<file path="src/rtl/tick_stopwatch.sv">
`default_nettype none
// ============================================================================
// Module      : tick_stopwatch
// Description : BCD mm:ss stopwatch advanced by upstream tick pulses, with
//               run/pause, clear and lap-freeze controls.
// Revision    : 1.0 - initial release
// ============================================================================
module tick_stopwatch #(
    parameter int TICKS_PER_SEC = 4
) (
    input  logic       clk,
    input  logic       reset,
    input  logic       tick,
    input  logic       start_stop,
    input  logic       clear,
    input  logic       lap,
    output logic [3:0] sec_ones,
    output logic [2:0] sec_tens,
    output logic [3:0] min_ones,
    output logic [2:0] min_tens,
    output logic       running,
    output logic       lap_active,
    output logic       wrap,
    output logic       overflow
);

    localparam int                    c_presc_w   = $clog2(TICKS_PER_SEC) + 1;
    localparam logic [c_presc_w-1:0]  c_presc_max = c_presc_w'(TICKS_PER_SEC - 1);
    localparam logic [c_presc_w-1:0]  c_presc_one = c_presc_w'(1);

    localparam logic [1:0] c_st_idle  = 2'd0;
    localparam logic [1:0] c_st_run   = 2'd1;
    localparam logic [1:0] c_st_pause = 2'd2;

    logic [1:0]           r_state;
    logic [1:0]           w_state_next;
    logic                 r_ss_q;
    logic                 r_clr_q;
    logic                 r_lap_q;
    logic [c_presc_w-1:0] r_presc;
    logic [c_presc_w-1:0] w_presc_next;
    logic [3:0]           r_so;
    logic [2:0]           r_st;
    logic [3:0]           r_mo;
    logic [2:0]           r_mt;
    logic [3:0]           w_so;
    logic [2:0]           w_st;
    logic [3:0]           w_mo;
    logic [2:0]           w_mt;
    logic [3:0]           r_disp_so;
    logic [2:0]           r_disp_st;
    logic [3:0]           r_disp_mo;
    logic [2:0]           r_disp_mt;
    logic                 r_lap_active;
    logic                 w_lap_next;
    logic                 r_wrap;
    logic                 r_overflow;
    logic                 w_overflow_next;
    logic                 w_wrap_now;
    logic                 w_ss_edge;
    logic                 w_clr_edge;
    logic                 w_lap_edge;
    logic                 w_do_clear;
    logic                 w_lap_toggle;
    logic                 w_count;
    logic                 w_sec_adv;

    assign w_ss_edge  = start_stop & ~r_ss_q;
    assign w_clr_edge = clear & ~r_clr_q;
    assign w_lap_edge = lap & ~r_lap_q;

    // start_stop has priority, so a coincident clear edge is dropped
    assign w_do_clear   = w_clr_edge & ~w_ss_edge &
                          ((r_state == c_st_idle) | (r_state == c_st_pause));
    assign w_lap_toggle = w_lap_edge & (r_state == c_st_run);
    assign w_count      = tick & (r_state == c_st_run);
    assign w_sec_adv    = w_count & (r_presc == c_presc_max);

    always_comb begin
        w_state_next = r_state;
        case (r_state)
            c_st_idle:  if (w_ss_edge) w_state_next = c_st_run;
            c_st_run:   if (w_ss_edge) w_state_next = c_st_pause;
            c_st_pause: begin
                if (w_ss_edge)       w_state_next = c_st_run;
                else if (w_clr_edge) w_state_next = c_st_idle;
            end
            default:    w_state_next = c_st_idle;
        endcase
    end

    always_comb begin
        w_presc_next = r_presc;
        if (w_do_clear)
            w_presc_next = '0;
        else if (w_count)
            w_presc_next = (r_presc == c_presc_max) ? '0 : r_presc + c_presc_one;
    end

    // Full BCD carry chain resolves within a single cycle
    always_comb begin
        w_so       = r_so;
        w_st       = r_st;
        w_mo       = r_mo;
        w_mt       = r_mt;
        w_wrap_now = 1'b0;
        if (w_do_clear) begin
            w_so = '0;
            w_st = '0;
            w_mo = '0;
            w_mt = '0;
        end else if (w_sec_adv) begin
            if (r_so == 4'd9) begin
                w_so = 4'd0;
                if (r_st == 3'd5) begin
                    w_st = 3'd0;
                    if (r_mo == 4'd9) begin
                        w_mo = 4'd0;
                        if (r_mt == 3'd5) begin
                            w_mt       = 3'd0;
                            w_wrap_now = 1'b1;
                        end else begin
                            w_mt = r_mt + 3'd1;
                        end
                    end else begin
                        w_mo = r_mo + 4'd1;
                    end
                end else begin
                    w_st = r_st + 3'd1;
                end
            end else begin
                w_so = r_so + 4'd1;
            end
        end
    end

    always_comb begin
        w_lap_next      = r_lap_active;
        w_overflow_next = r_overflow;
        if (w_do_clear) begin
            w_lap_next      = 1'b0;
            w_overflow_next = 1'b0;
        end else begin
            if (w_lap_toggle) w_lap_next      = ~r_lap_active;
            if (w_wrap_now)   w_overflow_next = 1'b1;
        end
    end

    always_ff @(posedge clk or posedge reset) begin
        if (reset) begin
            r_state      <= c_st_idle;
            r_ss_q       <= 1'b0;
            r_clr_q      <= 1'b0;
            r_lap_q      <= 1'b0;
            r_presc      <= '0;
            r_so         <= '0;
            r_st         <= '0;
            r_mo         <= '0;
            r_mt         <= '0;
            r_lap_active <= 1'b0;
            r_wrap       <= 1'b0;
            r_overflow   <= 1'b0;
        end else begin
            r_state      <= w_state_next;
            r_ss_q       <= start_stop;
            r_clr_q      <= clear;
            r_lap_q      <= lap;
            r_presc      <= w_presc_next;
            r_so         <= w_so;
            r_st         <= w_st;
            r_mo         <= w_mo;
            r_mt         <= w_mt;
            r_lap_active <= w_lap_next;
            r_wrap       <= w_wrap_now;
            r_overflow   <= w_overflow_next;
        end
    end

    // Freeze captures the pre-increment time; unfrozen display follows next time
    always_ff @(posedge clk or posedge reset) begin
        if (reset) begin
            r_disp_so <= '0;
            r_disp_st <= '0;
            r_disp_mo <= '0;
            r_disp_mt <= '0;
        end else if (!w_lap_next) begin
            r_disp_so <= w_so;
            r_disp_st <= w_st;
            r_disp_mo <= w_mo;
            r_disp_mt <= w_mt;
        end else if (!r_lap_active) begin
            r_disp_so <= r_so;
            r_disp_st <= r_st;
            r_disp_mo <= r_mo;
            r_disp_mt <= r_mt;
        end
    end

    assign sec_ones   = r_disp_so;
    assign sec_tens   = r_disp_st;
    assign min_ones   = r_disp_mo;
    assign min_tens   = r_disp_mt;
    assign running    = (r_state == c_st_run);
    assign lap_active = r_lap_active;
    assign wrap       = r_wrap;
    assign overflow   = r_overflow;

endmodule
`default_nettype wire

</file>
<file path="config.mk">
export PLATFORM = sky130hd
export DESIGN_NAME = tick_stopwatch
export DESIGN_NICKNAME = d
export VERILOG_FILES = /design/src/rtl/tick_stopwatch.sv
export SDC_FILE = /design/constraint.sdc
export NUM_CORES = 1
export LEC_CHECK = 0
export ABC_AREA = 1
export CAP_MARGIN = 20
export CORE_ASPECT_RATIO = 1.2
export CORE_MARGIN = 3
export CORE_UTILIZATION = 50
export CTS_BUF_LIST = sky130_fd_sc_hd__clkbuf_2 sky130_fd_sc_hd__clkbuf_4 sky130_fd_sc_hd__clkbuf_8
export CTS_CLUSTER_DIAMETER = 60
export DETAILED_ROUTE_END_ITERATION = 8
export GPL_TIMING_DRIVEN = 0
export PLACE_DENSITY = 0.79
export REMOVE_ABC_BUFFERS = 1
export SLEW_MARGIN = 20
export SYNTH_ARGS = -nofsm -noshare
export SYNTH_HDL_FRONTEND = slang
export SYNTH_SLANG_ARGS = --single-unit
</file>
<file path="constraint.sdc">
create_clock -name clk -period 2.15 [get_ports clk]
set_input_delay 0.645 -clock clk [delete_from_list [all_inputs] [get_ports clk]]
set_output_delay 0.645 -clock clk [all_outputs]
set_load 0.005 [all_outputs]
</file>
After elaboration in Yosys (flattened, before gate mapping)
Cells that the tools add are included.
{ "word_totals": {"latchBits": 0, "mem_bits_rw": 0, "in_bits": 6, "reg_bits": 39, "word_cells": 94, "mem_bits_ro": 0, "output_inout_bits": 18, "mem_count": 0} }
{ "classes": {"n_div": 0, "n_mul": 0, "n_addsub": 5, "eq_ne": 11, "shift": 0, "reduce_logical": 4, "bitwise_logic": 14, "mux": 44, "n_lt_le_gt_ge": 0} }
{ "ops": {"columns": ["cell", "count"], "rows": [
  ["$mux 3", 17],
  ["$mux 4", 12],
  ["$mux 1", 10],
  ["$add 3x1->3 const B", 3],
  ["$add 4x1->4 const B", 2],
  ["$and 1x1->1", 8],
  ["$eq 4x4->1 const B", 2],
  ["$mux 2", 4],
  ["$eq 3x3->1 const B", 2],
  ["$pmux 2 s3", 1],
  ["$not 1->1", 5],
  ["$ne 2x2->1 const B", 2],
  ["$reduce_bool 2->1", 2],
  ["$eq 3x2->1 const B", 1],
  ["$ne 3x3->1 const B", 1],
  ["$reduce_and 3->1", 1],
  ["$eq 2x1->1 const B", 1],
  ["$eq 2x2->1 const B", 1],
  ["$logic_not 2->1", 1],
  ["$ne 2x1->1 const B", 1],
  ["$or 1x1->1", 1]
]} }

Logic depth before layout (Yosys ltp)
{ "depth": {"depth_word": 9, "ltp_mapped": 10, "ltp_nobuf": 10} }

Worst setup path after synthesis
OpenSTA, ideal clock, no wires.
{ "synth_timing": {"path_type": "in2reg", "start": "input port clear", "end": "register r_presc[0]", "t_required_ns": 2.025, "arrival_ns": 1.436, "cell_stages": 7, "path_slack_ns": 0.590, "setup_ns": 0.125, "path_buffers": 2, "path_cell_list": "inv_1 nor2_1 nand3_1 buf_4 buf_2 nand3_1 o31ai_1"} }
{ "synth_between": {"elab_chain_len": 4, "word_cells_on_any_way": 5, "classes_between": "mux: 1; bitwise: 3; reduce/logical: 1"} }
{ "synth_rtl": {"columns": ["item", "line", "rtl"], "rows": [
  ["start: declaration", "15", "input logic clear,"],
  ["$and 1x1->1 (*)", "69", "assign w_clr_edge = clear & ~r_clr_q;"],
  ["$and 1x1->1 (*) (2 in series)", "73", "assign w_do_clear = w_clr_edge & ~w_ss_edge &"],
  ["$mux 3 / $reduce_bool 2->1 (equally long branches)", null, null],
  ["end signal: assignment", "168", "r_presc <= w_presc_next;"],
  ["end: declaration", "40", "logic [c_presc_w-1:0] r_presc;"]
]} }
Mark *: on every way between the ends. The rest lies on a longest branch, timed or not.
A chain may end at the register's enable or synchronous reset.

Final worst setup path
{ "layout_timing": {"start": "register r_state[0]", "end": "output port running"} }
{ "layout_between": {"elab_chain_len": 1} }
{ "layout_rtl": {"columns": ["item", "line", "rtl"], "rows": [
  ["start: declaration", "35", "logic [1:0] r_state;"],
  ["start signal: assignment", "151", "r_state <= c_st_idle;"],
  ["start signal: assignment", "164", "r_state <= w_state_next;"],
  ["$eq 2x1->1", "203", "assign running = (r_state == c_st_run);"],
  ["end: declaration", "21", "output logic running,"]
]} }
Every way passes these cells.

==> impl_metrics.json <==
{
  "run_status": "finished, final reports clean",
  "tritoncts": "done",
  "synthAdderAreaFrac_pct": 1.78,
  "cts.root.buffer_cell": "sky130_fd_sc_hd__clkbuf_8",
  "synth_seq_area_share_pct": 46.3,
  "yosys_warnings": 0,
  "r2r_start": "r_state[0]",
  "finalWorstPathRequiredPeriod_ns": 2.08,
  "cellPowerDensity_nw_per_um2": 864,
  "preCtsSetupSlack_ns": -0.634,
  "area_delta_synth_final_pct": 20.1,
  "timing_hold_violations_final": 0,
  "io_buffers": 23,
  "max_clk_rate_mhz": 481,
  "timing.hold.worst.start": "r_presc[0]",
  "grt_start_max_net_pins": 34,
  "coreArea_um2": 4000,
  "initial_core_util_pct": 52.6,
  "timing.critical_path.slowest_cell_delay_ns": 0.50,
  "cp-end-kind": "primary output",
  "antenna_found_initial": 0,
  "timing.hold.worst.class": "reg2reg",
  "htreeDepth": 2,
  "setup_slack_ns": 0.0715,
  "cap_violations": 0,
  "cts-root-to-sink-buffers": 2,
  "worst_clock_skew_on_the_final_layout_ns": 0.00824,
  "combPwrFrac_pct": 32.4,
  "syn_area_per_cell_um2": 7.89,
  "design.portCount": 24,
  "p_clk_share_pct": 23.1,
  "grt_first_pass_wirelength_um": 8140,
  "worstPathCellList": "inv_2, nor2_4, clkdlybuf4s50_1",
  "worst_setup_hold_path_clk_slew_ns": 0.08,
  "grt_pass1_vias": 1791,
  "initial_drt_markers": 82,
  "p_seq_share_pct": 44.6,
  "routed_wl_um": 4920,
  "internal_power_mw": 1.37,
  "drcViolationCount": 0,
  "vias_per_cell": 5.43,
  "crit_path_start": "r_state[0]",
  "rsz0062_at_grt": "false",
  "dpl.hpwl_um": 2990,
  "antenna-diode-count": 0,
  "final_net_count": 302,
  "post_syn_instances": 267,
  "synthSimpleGateAreaFrac_pct": 33.7,
  "die_y_um": 77.1,
  "cts_made_buffers": 5,
  "synth.distinct_cells": 30,
  "final_layout_size_suffix_gt1_share_pct": 11.2,
  "postSynthRegisterBits": 39,
  "placed_cells": 336,
  "timing.critical_path.slowest_stage_cell": "sky130_fd_sc_hd__clkdlybuf4s50_1",
  "mostFrequentLayoutCell": "sky130_fd_sc_hd__nand2_1",
  "yosys-mux-area-fraction_pct": 0,
  "cp.arrival_ns": 1.43,
  "drt-wirelength-per-cell_um": 14.1,
  "drt-pass1-iter-count": 4,
  "slew_headroom_pct": 65.2,
  "net-switching-power_uw": 816,
  "swShare_pct": 37.4,
  "critPathBufInv": 2,
  "fin_cells": 348,
  "timing_worst_setup_path_type": "reg2out",
  "timing.final.setup_violations": 0,
  "synth.cell_area_um2": 2110,
  "synth_top_family_by_area": "simple AND/OR/NAND/NOR gates",
  "clk-insertion-delay-late_ns": 0.29,
  "grt.total_usage_pct": 20.6,
  "ant_nets": 0,
  "synth_compound_area_share_pct": 7.72,
  "p_leak_nw": 1.22,
  "overflow": 0,
  "min_period_over_period_pct": 96.7,
  "vias": 1888,
  "tritoncts_num_sinks": 39,
  "num_rows": 25,
  "critPathTopFamily": "buffers and inverters",
  "vdd_drop_max_uv": 449,
  "die_area_um2": 5030,
  "post_synth_xor_area_fraction_pct": 0.416,
  "start_kind": "flip-flop",
  "crit_required_ns": 1.50,
  "place.gp.congestion": 0.856,
  "worst-path-max-fanout": 4,
  "chipWidth_um": 65.2,
  "final_cell_mix": "63 x sky130_fd_sc_hd__nand2_1, 39 x sky130_fd_sc_hd__inv_1, 38 x sky130_fd_sc_hd__dfrtp_1",
  "hold_fix_buffers_cts": 0,
  "pins_over_their_slew_limit": 0,
  "worstMarginPinSlew_ns": 0.521
}
-- synthesized netlist by cell type --
cell                       number  area [µm²]
sky130_fd_sc_hd__nor2_4         4        45.0
sky130_fd_sc_hd__and3_1         4        25.0
sky130_fd_sc_hd__nor2_2         1        6.26
sky130_fd_sc_hd__o31ai_2        1        12.5
sky130_fd_sc_hd__o31ai_1        1        7.51
sky130_fd_sc_hd__inv_2          2        7.51
sky130_fd_sc_hd__nand3_2        3        30.0
sky130_fd_sc_hd__a21oi_1        5        25.0
sky130_fd_sc_hd__xor2_1         1        8.76
sky130_fd_sc_hd__dfrtp_1       39         976
sky130_fd_sc_hd__a211oi_1       1        7.51
sky130_fd_sc_hd__nand3b_1       2        15.0
sky130_fd_sc_hd__nand3_1       20         100
sky130_fd_sc_hd__buf_1          1        3.75
sky130_fd_sc_hd__o21bai_1       1        7.51
sky130_fd_sc_hd__nand2_1       63         236
sky130_fd_sc_hd__inv_1         40         150
sky130_fd_sc_hd__buf_2          3        15.0
sky130_fd_sc_hd__o22ai_1        2        12.5
sky130_fd_sc_hd__ha_1           3        37.5
sky130_fd_sc_hd__nand3_4        1        17.5
sky130_fd_sc_hd__nand4_1       20         125
sky130_fd_sc_hd__nand2_2        4        25.0
sky130_fd_sc_hd__clkbuf_1       2        7.51
sky130_fd_sc_hd__buf_6          1        11.3
sky130_fd_sc_hd__o21ai_0       13        65.1
sky130_fd_sc_hd__o21ai_1        5        25.0
sky130_fd_sc_hd__nor2_1        20        75.1
sky130_fd_sc_hd__nor3_1         2        10.0
sky130_fd_sc_hd__buf_4          2        15.0
-- worst register-to-register path, delay by kind of cell (launching register included) --
family	cells	cell delay (ns)
DFF	1	0.40
buffers and inverters	3	0.29
and+or+nand+nor	5	0.89
AOI/OAI and AO/OA	1	0.23
-- final timing paths --
check / to / slack, ns / depth (start not counted)
min: r_presc[0] / 0.50 / 1
max in group asynchronous: r_presc[1] / 1.05 / 3
max reg2reg: sec_ones[3] / 0.29 / 9
min in group asynchronous: sec_tens[1] / 0.65 / 2
max: running / 0.07 / 3
min reg2reg: r_presc[0] / 0.50 / 1
-- per-layer routing --
metal  up-vias  GRT usage (%)  share of wire, %
li1        926              -                 -
met5         -              0                 0
met3         9           4.69               5.6
met1       894           26.2                43
met2        59           33.7                50
met4         0           7.88               1.6
-- registers in the layout, summed over array words and instances, names as in the netlist --
| name | cells |
|---|---|
| r_so | 4 |
| r_mt | 3 |
| r_ss_q | 1 |
| sec_tens | 3 |
| lap_active | 1 |
| min_ones | 4 |
| overflow | 1 |
| r_presc | 3 |
| min_tens | 3 |
| r_state | 2 |
| wrap | 1 |
| sec_ones | 4 |
| r_mo | 4 |
| r_lap_q | 1 |
| r_st | 3 |
| r_clr_q | 1 |
-- power by group through the flow --
stage / Clock (mW) / Combinational, mW / Sequential [mW]
6_report: 0.504 / 0.707 / 0.974
2_1_floorplan: 0 / 0.385 / 0.947
4_1_cts: 0.518 / 0.665 / 0.967
3_5_place_dp: 0 / 0.619 / 0.980
5_1_grt: 0.545 / 0.781 / 0.994
3_3_place_gp: 0 / 0.600 / 0.973
-- cells by family (layout without fill, tap and decap cells) --
family	Yosys count	in the layout
simple gates	144	146
buf+inv	51	76
flops	39	39
compound gates	29	29
fa+ha+maj	3	3
xor+xnor	1	1
-- repair_timing --
action | in CTS | in global routing
setup endpoints to repair | 26 | 22
buffers inserted | 0 | 2
resized for setup | 2 | 3
pin swaps | 1 | 2
cloned | 1 | 1
-- through the flow --
| stage | utilization, % | hold slack [ns] | setup TNS (ns) | area [µm²] | power (mW) |
|---|---|---|---|---|---|
| floorplan | - | 0.459 | -0.347 | 2050 | 1.33 |
| global placement | 58.7 | 0.481 | -39.76 | 2350 | 1.57 |
| detailed placement | 59.5 | 0.489 | -14.55 | 2380 | 1.60 |
| CTS | 62.2 | 0.504 | 0 | 2490 | 2.15 |
| global route | 63.2 | 0.531 | 0 | 2530 | 2.32 |
| finish | 63.2 | 0.503 | 0 | 2530 | 2.18 |
-- layout make-up --
type,instances,area (µm²)
fillers,368,1480
flip-flops and latches,39,980
multi-input cells,179,962
repair buffers,26,273
inverters,42,158
clock buffers,7,83.8
well taps,54,67.6
clock inverters,1,5.00
(Power assumes the default switching activity.)
